File: config.mk
export PLATFORM = sky130hd
export DESIGN_NAME = hilo_muldiv_sched_flat
export DESIGN_NICKNAME = d
export VERILOG_FILES = /design/src/rtl/hilo_muldiv_sched_if.sv /design/src/rtl/hilo_muldiv_sched.sv /design/src/flat_wrapper.sv
export SDC_FILE = /design/constraint.sdc
export NUM_CORES = 1
export LEC_CHECK = 0
export ABC_CLOCK_PERIOD_IN_PS = 5900
export BUFFER_PORTS_ARGS = -buffer_cell sky130_fd_sc_hd__buf_2
export CAP_MARGIN = 5
export CORE_MARGIN = 2
export CORE_UTILIZATION = 58
export CTS_CLUSTER_SIZE = 16
export DETAILED_ROUTE_END_ITERATION = 10
export PLACE_DENSITY = 0.82
export SKIP_CTS_REPAIR_TIMING = 1
export SYNTH_ARGS = -nofsm -noshare
export SYNTH_HDL_FRONTEND = slang
export SYNTH_SLANG_ARGS = --single-unit
File: constraint.sdc
create_clock -name clk_sig -period 5.9 [get_ports clk_sig]
set_input_delay 0.59 -clock clk_sig [delete_from_list [all_inputs] [get_ports clk_sig]]
set_output_delay 0.59 -clock clk_sig [all_outputs]
set_load 0.02 [all_outputs]
File: src/rtl/hilo_muldiv_sched_if.sv
// EX-side bundle for the HI/LO mul/div scheduler: op issue, HI/LO access requests,
// and the status/result signals returned to the pipeline.
interface hilo_muldiv_sched_if #(
  parameter int DATA_W = 32
);
  logic              op_valid;
  logic [1:0]        op_code;
  logic [DATA_W-1:0] src_a;
  logic [DATA_W-1:0] src_b;
  logic              hilo_rd;
  logic              wr_hi_en;
  logic              wr_lo_en;
  logic [DATA_W-1:0] wr_data;
  logic              cancel_in;
  logic              busy;
  logic              stall_out;
  logic              done_pulse;
  logic              div_zero;
  logic [DATA_W-1:0] hi_out;
  logic [DATA_W-1:0] lo_out;

  // Pipeline (EX) side
  modport master (
    output op_valid, op_code, src_a, src_b, hilo_rd,
    output wr_hi_en, wr_lo_en, wr_data, cancel_in,
    input  busy, stall_out, done_pulse, div_zero, hi_out, lo_out
  );

  // Scheduler side
  modport slave (
    input  op_valid, op_code, src_a, src_b, hilo_rd,
    input  wr_hi_en, wr_lo_en, wr_data, cancel_in,
    output busy, stall_out, done_pulse, div_zero, hi_out, lo_out
  );
endinterface

File: src/rtl/hilo_muldiv_sched.sv
// HI/LO register owner with an iterative shift-add multiplier and restoring divider.
// Optional HILO_FAST_MULT_EN: MULT/MULTU complete with a single-cycle combinational multiply.
module hilo_muldiv_sched #(
  parameter int DATA_W = 32,
  parameter int CNT_W  = 6
) (
  input logic                clk_sig,
  input logic                rst_sig,
  hilo_muldiv_sched_if.slave bus
);

  typedef enum logic [1:0] {
    S_IDLE = 2'd0,
    S_MUL  = 2'd1,
    S_DIV  = 2'd2,
    S_DONE = 2'd3
  } state_t;

  localparam int              W2       = 2 * DATA_W;
  localparam logic [CNT_W-1:0] CNT_LAST = CNT_W'(DATA_W - 1);

  state_t            state_reg, state_next;
  logic [CNT_W-1:0]  cnt_reg, cnt_next;
  // Multiply: {product_hi, multiplier/product_lo}; divide: {remainder, dividend/quotient}
  logic [W2-1:0]     acc_reg, acc_next;
  // Multiplicand magnitude for MUL, divisor magnitude for DIV
  logic [DATA_W-1:0] opnd_reg, opnd_next;
  logic              is_div_reg, is_div_next;
  logic              neg_lo_reg, neg_lo_next;
  logic              neg_hi_reg, neg_hi_next;
  logic              dz_reg, dz_next;
  logic [DATA_W-1:0] hi_reg, hi_next;
  logic [DATA_W-1:0] lo_reg, lo_next;

  logic              op_signed, op_is_div;
  logic              sign_a, sign_b;
  logic [DATA_W-1:0] abs_a, abs_b;
  logic [DATA_W:0]   mul_sum;
  logic [W2-1:0]     mul_acc;
  logic [DATA_W:0]   div_shift, div_diff;
  logic [W2-1:0]     div_acc;
  logic [W2-1:0]     mul_res;
  logic [DATA_W-1:0] acc_hi, acc_lo;
  logic [DATA_W-1:0] hi_fin, lo_fin;

  // Operand decode: magnitudes for signed ops, signs kept for final correction
  always_comb begin
    op_signed = bus.op_code[0];
    op_is_div = bus.op_code[1];
    sign_a    = op_signed & bus.src_a[DATA_W-1];
    sign_b    = op_signed & bus.src_b[DATA_W-1];
    abs_a     = sign_a ? -bus.src_a : bus.src_a;
    abs_b     = sign_b ? -bus.src_b : bus.src_b;
  end

  // One shift-add multiply step: conditionally add into the upper half, shift right
  always_comb begin
    mul_sum = {1'b0, acc_reg[W2-1:DATA_W]} + {1'b0, (acc_reg[0] ? opnd_reg : {DATA_W{1'b0}})};
    mul_acc = {mul_sum, acc_reg[DATA_W-1:1]};
  end

  // One restoring divide step; the partial remainder stays below the divisor,
  // so the borrow bit of the trial subtraction decides the quotient bit.
  always_comb begin
    div_shift = {acc_reg[W2-1:DATA_W], acc_reg[DATA_W-1]};
    div_diff  = div_shift - {1'b0, opnd_reg};
    if (!div_diff[DATA_W]) begin
      div_acc = {div_diff[DATA_W-1:0], acc_reg[DATA_W-2:0], 1'b1};
    end else begin
      div_acc = {div_shift[DATA_W-1:0], acc_reg[DATA_W-2:0], 1'b0};
    end
  end

  // Sign correction applied as HI/LO are written on DONE -> IDLE
  always_comb begin
    acc_hi  = acc_reg[W2-1:DATA_W];
    acc_lo  = acc_reg[DATA_W-1:0];
    mul_res = neg_lo_reg ? -acc_reg : acc_reg;
    if (is_div_reg) begin
      hi_fin = neg_hi_reg ? -acc_hi : acc_hi;
      lo_fin = neg_lo_reg ? -acc_lo : acc_lo;
    end else begin
      hi_fin = mul_res[W2-1:DATA_W];
      lo_fin = mul_res[DATA_W-1:0];
    end
  end

  always_comb begin
    state_next  = state_reg;
    cnt_next    = cnt_reg;
    acc_next    = acc_reg;
    opnd_next   = opnd_reg;
    is_div_next = is_div_reg;
    neg_lo_next = neg_lo_reg;
    neg_hi_next = neg_hi_reg;
    dz_next     = dz_reg;
    hi_next     = hi_reg;
    lo_next     = lo_reg;

    unique case (state_reg)
      S_IDLE: begin
        if (bus.op_valid) begin
          cnt_next    = '0;
          dz_next     = 1'b0;
          neg_lo_next = sign_a ^ sign_b;
          neg_hi_next = 1'b0;
          if (op_is_div) begin
            is_div_next = 1'b1;
            if (bus.src_b == '0) begin
              // Divide by zero skips iteration: HI takes the raw dividend, LO all ones
              state_next  = S_DONE;
              dz_next     = 1'b1;
              neg_lo_next = 1'b0;
              acc_next    = {bus.src_a, {DATA_W{1'b1}}};
            end else begin
              state_next  = S_DIV;
              neg_hi_next = sign_a;
              acc_next    = {{DATA_W{1'b0}}, abs_a};
              opnd_next   = abs_b;
            end
          end else begin
            is_div_next = 1'b0;
            opnd_next   = abs_a;
`ifdef HILO_FAST_MULT_EN
            state_next  = S_DONE;
            acc_next    = W2'(abs_a) * W2'(abs_b);
`else
            state_next  = S_MUL;
            acc_next    = {{DATA_W{1'b0}}, abs_b};
`endif
          end
        end else begin
          // MTHI/MTLO only land when no op competes for the unit
          if (bus.wr_hi_en) hi_next = bus.wr_data;
          if (bus.wr_lo_en) lo_next = bus.wr_data;
        end
      end
      S_MUL: begin
        acc_next = mul_acc;
        cnt_next = cnt_reg + CNT_W'(1);
        if (cnt_reg == CNT_LAST) state_next = S_DONE;
      end
      S_DIV: begin
        acc_next = div_acc;
        cnt_next = cnt_reg + CNT_W'(1);
        if (cnt_reg == CNT_LAST) state_next = S_DONE;
      end
      S_DONE: begin
        hi_next    = hi_fin;
        lo_next    = lo_fin;
        state_next = S_IDLE;
      end
      default: state_next = S_IDLE;
    endcase

    // Exception flush abandons the op without touching HI/LO
    if (bus.cancel_in && (state_reg != S_IDLE)) begin
      state_next = S_IDLE;
      hi_next    = hi_reg;
      lo_next    = lo_reg;
    end
  end

  always_ff @(posedge clk_sig or posedge rst_sig) begin
    if (rst_sig) begin
      state_reg  <= S_IDLE;
      cnt_reg    <= '0;
      acc_reg    <= '0;
      opnd_reg   <= '0;
      is_div_reg <= 1'b0;
      neg_lo_reg <= 1'b0;
      neg_hi_reg <= 1'b0;
      dz_reg     <= 1'b0;
      hi_reg     <= '0;
      lo_reg     <= '0;
    end else begin
      state_reg  <= state_next;
      cnt_reg    <= cnt_next;
      acc_reg    <= acc_next;
      opnd_reg   <= opnd_next;
      is_div_reg <= is_div_next;
      neg_lo_reg <= neg_lo_next;
      neg_hi_reg <= neg_hi_next;
      dz_reg     <= dz_next;
      hi_reg     <= hi_next;
      lo_reg     <= lo_next;
    end
  end

  always_comb begin
    bus.busy       = (state_reg != S_IDLE);
    bus.done_pulse = (state_reg == S_DONE) && !bus.cancel_in;
    bus.div_zero   = bus.done_pulse && dz_reg;
    bus.stall_out  = (bus.busy && (bus.op_valid || bus.hilo_rd || bus.wr_hi_en || bus.wr_lo_en))
                  || (!bus.busy && bus.op_valid && (bus.wr_hi_en || bus.wr_lo_en));
    bus.hi_out     = hi_reg;
    bus.lo_out     = lo_reg;
  end

endmodule

File: src/flat_wrapper.sv
// flat-port wrapper written by rule: the top's interface ports become plain ports
module hilo_muldiv_sched_flat 
#(
  parameter int DATA_W = 32,
  parameter int CNT_W  = 6
)
  (clk_sig, rst_sig, bus_op_valid, bus_op_code, bus_src_a, bus_src_b, bus_hilo_rd, bus_wr_hi_en, bus_wr_lo_en, bus_wr_data, bus_cancel_in, bus_busy, bus_stall_out, bus_done_pulse, bus_div_zero, bus_hi_out, bus_lo_out);
  hilo_muldiv_sched_if #(.DATA_W(DATA_W)) bus_i ();
  input logic clk_sig;
  input logic rst_sig;
  input wire logic [$bits(bus_i.op_valid)-1:0] bus_op_valid;
  input wire logic [$bits(bus_i.op_code)-1:0] bus_op_code;
  input wire logic [$bits(bus_i.src_a)-1:0] bus_src_a;
  input wire logic [$bits(bus_i.src_b)-1:0] bus_src_b;
  input wire logic [$bits(bus_i.hilo_rd)-1:0] bus_hilo_rd;
  input wire logic [$bits(bus_i.wr_hi_en)-1:0] bus_wr_hi_en;
  input wire logic [$bits(bus_i.wr_lo_en)-1:0] bus_wr_lo_en;
  input wire logic [$bits(bus_i.wr_data)-1:0] bus_wr_data;
  input wire logic [$bits(bus_i.cancel_in)-1:0] bus_cancel_in;
  output wire logic [$bits(bus_i.busy)-1:0] bus_busy;
  output wire logic [$bits(bus_i.stall_out)-1:0] bus_stall_out;
  output wire logic [$bits(bus_i.done_pulse)-1:0] bus_done_pulse;
  output wire logic [$bits(bus_i.div_zero)-1:0] bus_div_zero;
  output wire logic [$bits(bus_i.hi_out)-1:0] bus_hi_out;
  output wire logic [$bits(bus_i.lo_out)-1:0] bus_lo_out;
  assign bus_i.op_valid = bus_op_valid;
  assign bus_i.op_code = bus_op_code;
  assign bus_i.src_a = bus_src_a;
  assign bus_i.src_b = bus_src_b;
  assign bus_i.hilo_rd = bus_hilo_rd;
  assign bus_i.wr_hi_en = bus_wr_hi_en;
  assign bus_i.wr_lo_en = bus_wr_lo_en;
  assign bus_i.wr_data = bus_wr_data;
  assign bus_i.cancel_in = bus_cancel_in;
  assign bus_busy = bus_i.busy;
  assign bus_stall_out = bus_i.stall_out;
  assign bus_done_pulse = bus_i.done_pulse;
  assign bus_div_zero = bus_i.div_zero;
  assign bus_hi_out = bus_i.hi_out;
  assign bus_lo_out = bus_i.lo_out;
  hilo_muldiv_sched #(.DATA_W(DATA_W), .CNT_W(CNT_W)) u_core (.clk_sig(clk_sig), .rst_sig(rst_sig), .bus(bus_i));
endmodule
==> flow_metrics.py <==
metrics = {
    "final_layout": {
        "share_of_post_route_cells_with_drive_strength_above_1": 0.128,
        "design_area_sq_um": 16800,
        "layout-area-overhead-vs-synth_pct": 10.4,
        "flip_flop_count_of_the_largest_register_all_copies_and_words_added": 64,
        "design.final.nets": 2228,
        "nFillCells": 2255,
        "multi_input_area_sq_um": 10100,
        "seq_area_sq_um": 4300,
        "final_cells": 2398,
    },
    "place": {
        "dpl.cell_count": 2363,
        "gpl.final_weighted_congestion": 1.01,
        "post-dp-hpwl_microns": 40100,
        "buffer_ports.inserted": 172,
        "placedInstanceArea_sq_um": 16100,
    },
    "logic_synthesis": {
        "post_synth_num_cell_types": 77,
        "synthDominantCellAreaShare": 0.283,
        "synthesis.yosys.warnings": 0,
        "synth_ff_type": "dfrtp_1",
        "synth_seq_area_share": 0.283,
        "largest_area_contributor_in_the_netlist": "dfrtp_1",
        "ys_top_cells_by_count": "214 x o21ai_0, 210 x nand2_1, 189 x nor2_1",
        "synth-async-reset-ratio": 1.00,
        "synth_most_common_cell": "o21ai_0",
        "ys_ff_latch": 172,
        "synth_top_cells_by_area": "dfrtp_1 28%, o21ai_0 7.0%, a21oi_1 6.2%",
        "synth_edf_count": 0,
        "synth_nets": 2151,
        "syn_area_sq_um": 15200,
        "syn-instance-count": 1970,
        "postSynthAreaPerCell_sq_um": 7.72,
    },
    "cts": {
        "cts.sinks": 172,
        "clock_insertion_delay_worst_skew_ns": 0.46,
        "ctsHtreeMaxLevel": 4,
        "tritoncts_clock_tree": "yes",
        "root_buffer": "clkbuf_16",
        "maximum_clock_path_buffer_count": 2,
        "clkSlewWorstSetupHoldPaths_ns": 0.09,
        "cts_buffers": 17,
    },
    "sta": {
        "max-slew-margin-rel": 0.334,
        "finalHoldViolations": 0,
        "finalSetupTns_ns": 0,
        "fmax_mhz": 211,
        "max_slew.worst_pin.slew_ns": 0.999,
        "grt_setup_unrepaired": "no",
        "report.final.slew_viol_count": 0,
        "min_period_ns": 4.74,
        "worst_clock_skew_ns": 0.0169,
        "setup_violations": 0,
        "finalCritPeriodShare": 0.804,
    },
    "critical_path": {
        "crit_path_start_kind": "flop",
        "worst_r2r_endpoint": "u_core.acc_reg[42]",
        "worstPathArrival_ns": 5.07,
        "worst-setup-path-type": "flop to flop",
        "rrSetupSlack_ns": 1.16,
        "timing.rr.start": "u_core.acc_reg[31]",
        "setup.worst_path.end_class": "flop",
        "reg2reg_depth": 13,
        "critical_path_required_ns": 6.23,
        "critical_path_peak_fanout": 26,
    },
    "global_routing": {
        "grt_start_max_net_pins": 92,
        "grt_pass1_vias": 14500,
        "grt_first_pass_wirelength_microns": 82100,
        "globalRouteOverflowTotal": 0,
        "number_of_antenna_violations_at_the_first_check_in_global_routing": 3,
        "grt_usage": 0.377,
    },
    "die": {
        "die_height_microns": 166,
        "fp-row-count": 59,
        "die_x_microns": 166,
        "floorplan.core_area_sq_um": 25900,
        "floorplan.io_pins": 173,
        "start_util": 0.587,
        "die_area_sq_um": 27500,
    },
    "pwr": {
        "internal_power_uw": 5330,
        "pwr-share-comb": 0.683,
        "ir_worst_vdd_mv": 0.412,
        "power_leakage_uw": 0.00744,
        "pwr-share-clk": 0.104,
        "total_power_uw": 11900,
        "power.sequential.fraction": 0.214,
        "power.share.switching": 0.553,
        "total_switching_power_uw": 6610,
        "power_density_nw_per_um2": 711,
    },
    "route": {
        "post_detailed_route_via_to_cell_ratio": 6.57,
        "route.detailed.drc": 0,
        "first_iter_violations": 1905,
        "postRouteWirelength_microns": 52900,
        "avgRoutedWirePerCell_microns": 22.1,
        "first_pass_iters": 6,
        "postRouteAntennaNets": 0,
        "dr_total_vias": 15800,
    },
    "outcome": {
        "status": "completed",
    },
    "hold_path": {
        "holdCritPathClass": "input pin to asynchronous set/reset pin",
    },
    "run": {
        "max-cap-violations": 0,
    },
}
[power by group through the flow]
stage / registers [uW] / clock network, uW / logic, uW
floorplan: 2450 / 0 / 5720
global placement: 2500 / 0 / 7760
detailed placement: 2530 / 0 / 7890
CTS: 2500 / 1240 / 7960
global route: 2610 / 1290 / 8860
finish: 2550 / 1240 / 8150
[cell usage in the layout (no fill, tap or decap), drive strengths merged, types with 31 or more instances in the layout]
master | netlist | routed
nand2 | 211 | 211
buf | 19 | 193
xor2 | 93 | 93
o21ai | 221 | 221
inv | 63 | 73
nor2 | 191 | 191
a211oi | 31 | 31
nor3 | 46 | 46
ha | 74 | 74
a21oi | 188 | 188
a221oi | 37 | 37
a21o | 37 | 37
xnor2 | 86 | 86
dfrtp | 172 | 172
[worst max-delay path by stage]
stage / from / depth (start not counted) / end
after floorplan: rst_sig / 1 / u_core.acc_reg[0]
after global placement: bus_src_b[23] / 10 / u_core.opnd_reg[12]
after detailed placement: bus_src_b[23] / 10 / u_core.opnd_reg[2]
after CTS: u_core.acc_reg[31] / 13 / u_core.acc_reg[57]
after global routing: u_core.acc_reg[31] / 13 / u_core.acc_reg[42]
final: u_core.acc_reg[31] / 13 / u_core.acc_reg[42]
[worst max-delay path: stages, from the launching register on]
cell and delay, ns:
dfrtp_1 0.60, inv_1 0.09, ha_1 0.21, fa_1 0.40
nand2b_1 0.18, a21oi_1 0.15, o21ai_0 0.23, o21ai_0 0.69
a211oi_1 0.31, xor2_2 0.77, buf_4 0.40, o21ai_0 0.16
a221oi_1 0.35, nor3_1 0.08
[per-stage QoR]
| stage | hold slack, ns | util | worst slack (ns) |
|---|---|---|---|
| 2_1_floorplan | 0.440 | - | 0.650 |
| 3_3_place_gp | 0.455 | 0.622 | 1.52 |
| 4_1_cts | 0.195 | 0.647 | 1.37 |
| 3_5_place_dp | 0.464 | 0.622 | 1.39 |
| 5_1_grt | 0.212 | 0.648 | 0.986 |
| 6_report | 0.171 | 0.648 | 1.16 |
[kinds of logic (layout without fill, tap and decap cells)]
group,count (synthesis),after routing,share of synthesized area
simple gates,614,614,0.186
xor+xnor,179,179,0.103
mux,39,39,0.0264
buf+inv,199,289,0.0518
flops,172,172,0.283
fa+ha+maj,76,76,0.0635
other cells,0,3,0
compound gates,691,691,0.286
[layer usage]
metal | wire (microns) | global-route usage | part of all wire
met2 | 23000 | 0.575 | 0.43
met1 | 21600 | 0.503 | 0.41
met5 | 0 | 0 | 0
met3 | 5120 | 0.0786 | 0.097
met4 | 3250 | 0.206 | 0.061
[final cells by class]
cell class / instances / share of cell area
repair buffers: 193 / 0.0607
clock buffers: 17 / 0.0254
flip-flops and latches: 172 / 0.256
multi-input cells: 1599 / 0.604
diodes: 3 / 0.000447
well taps: 335 / 0.0250
inverters: 64 / 0.0146
clock inverters: 15 / 0.0130
(Power assumes the default switching activity.)
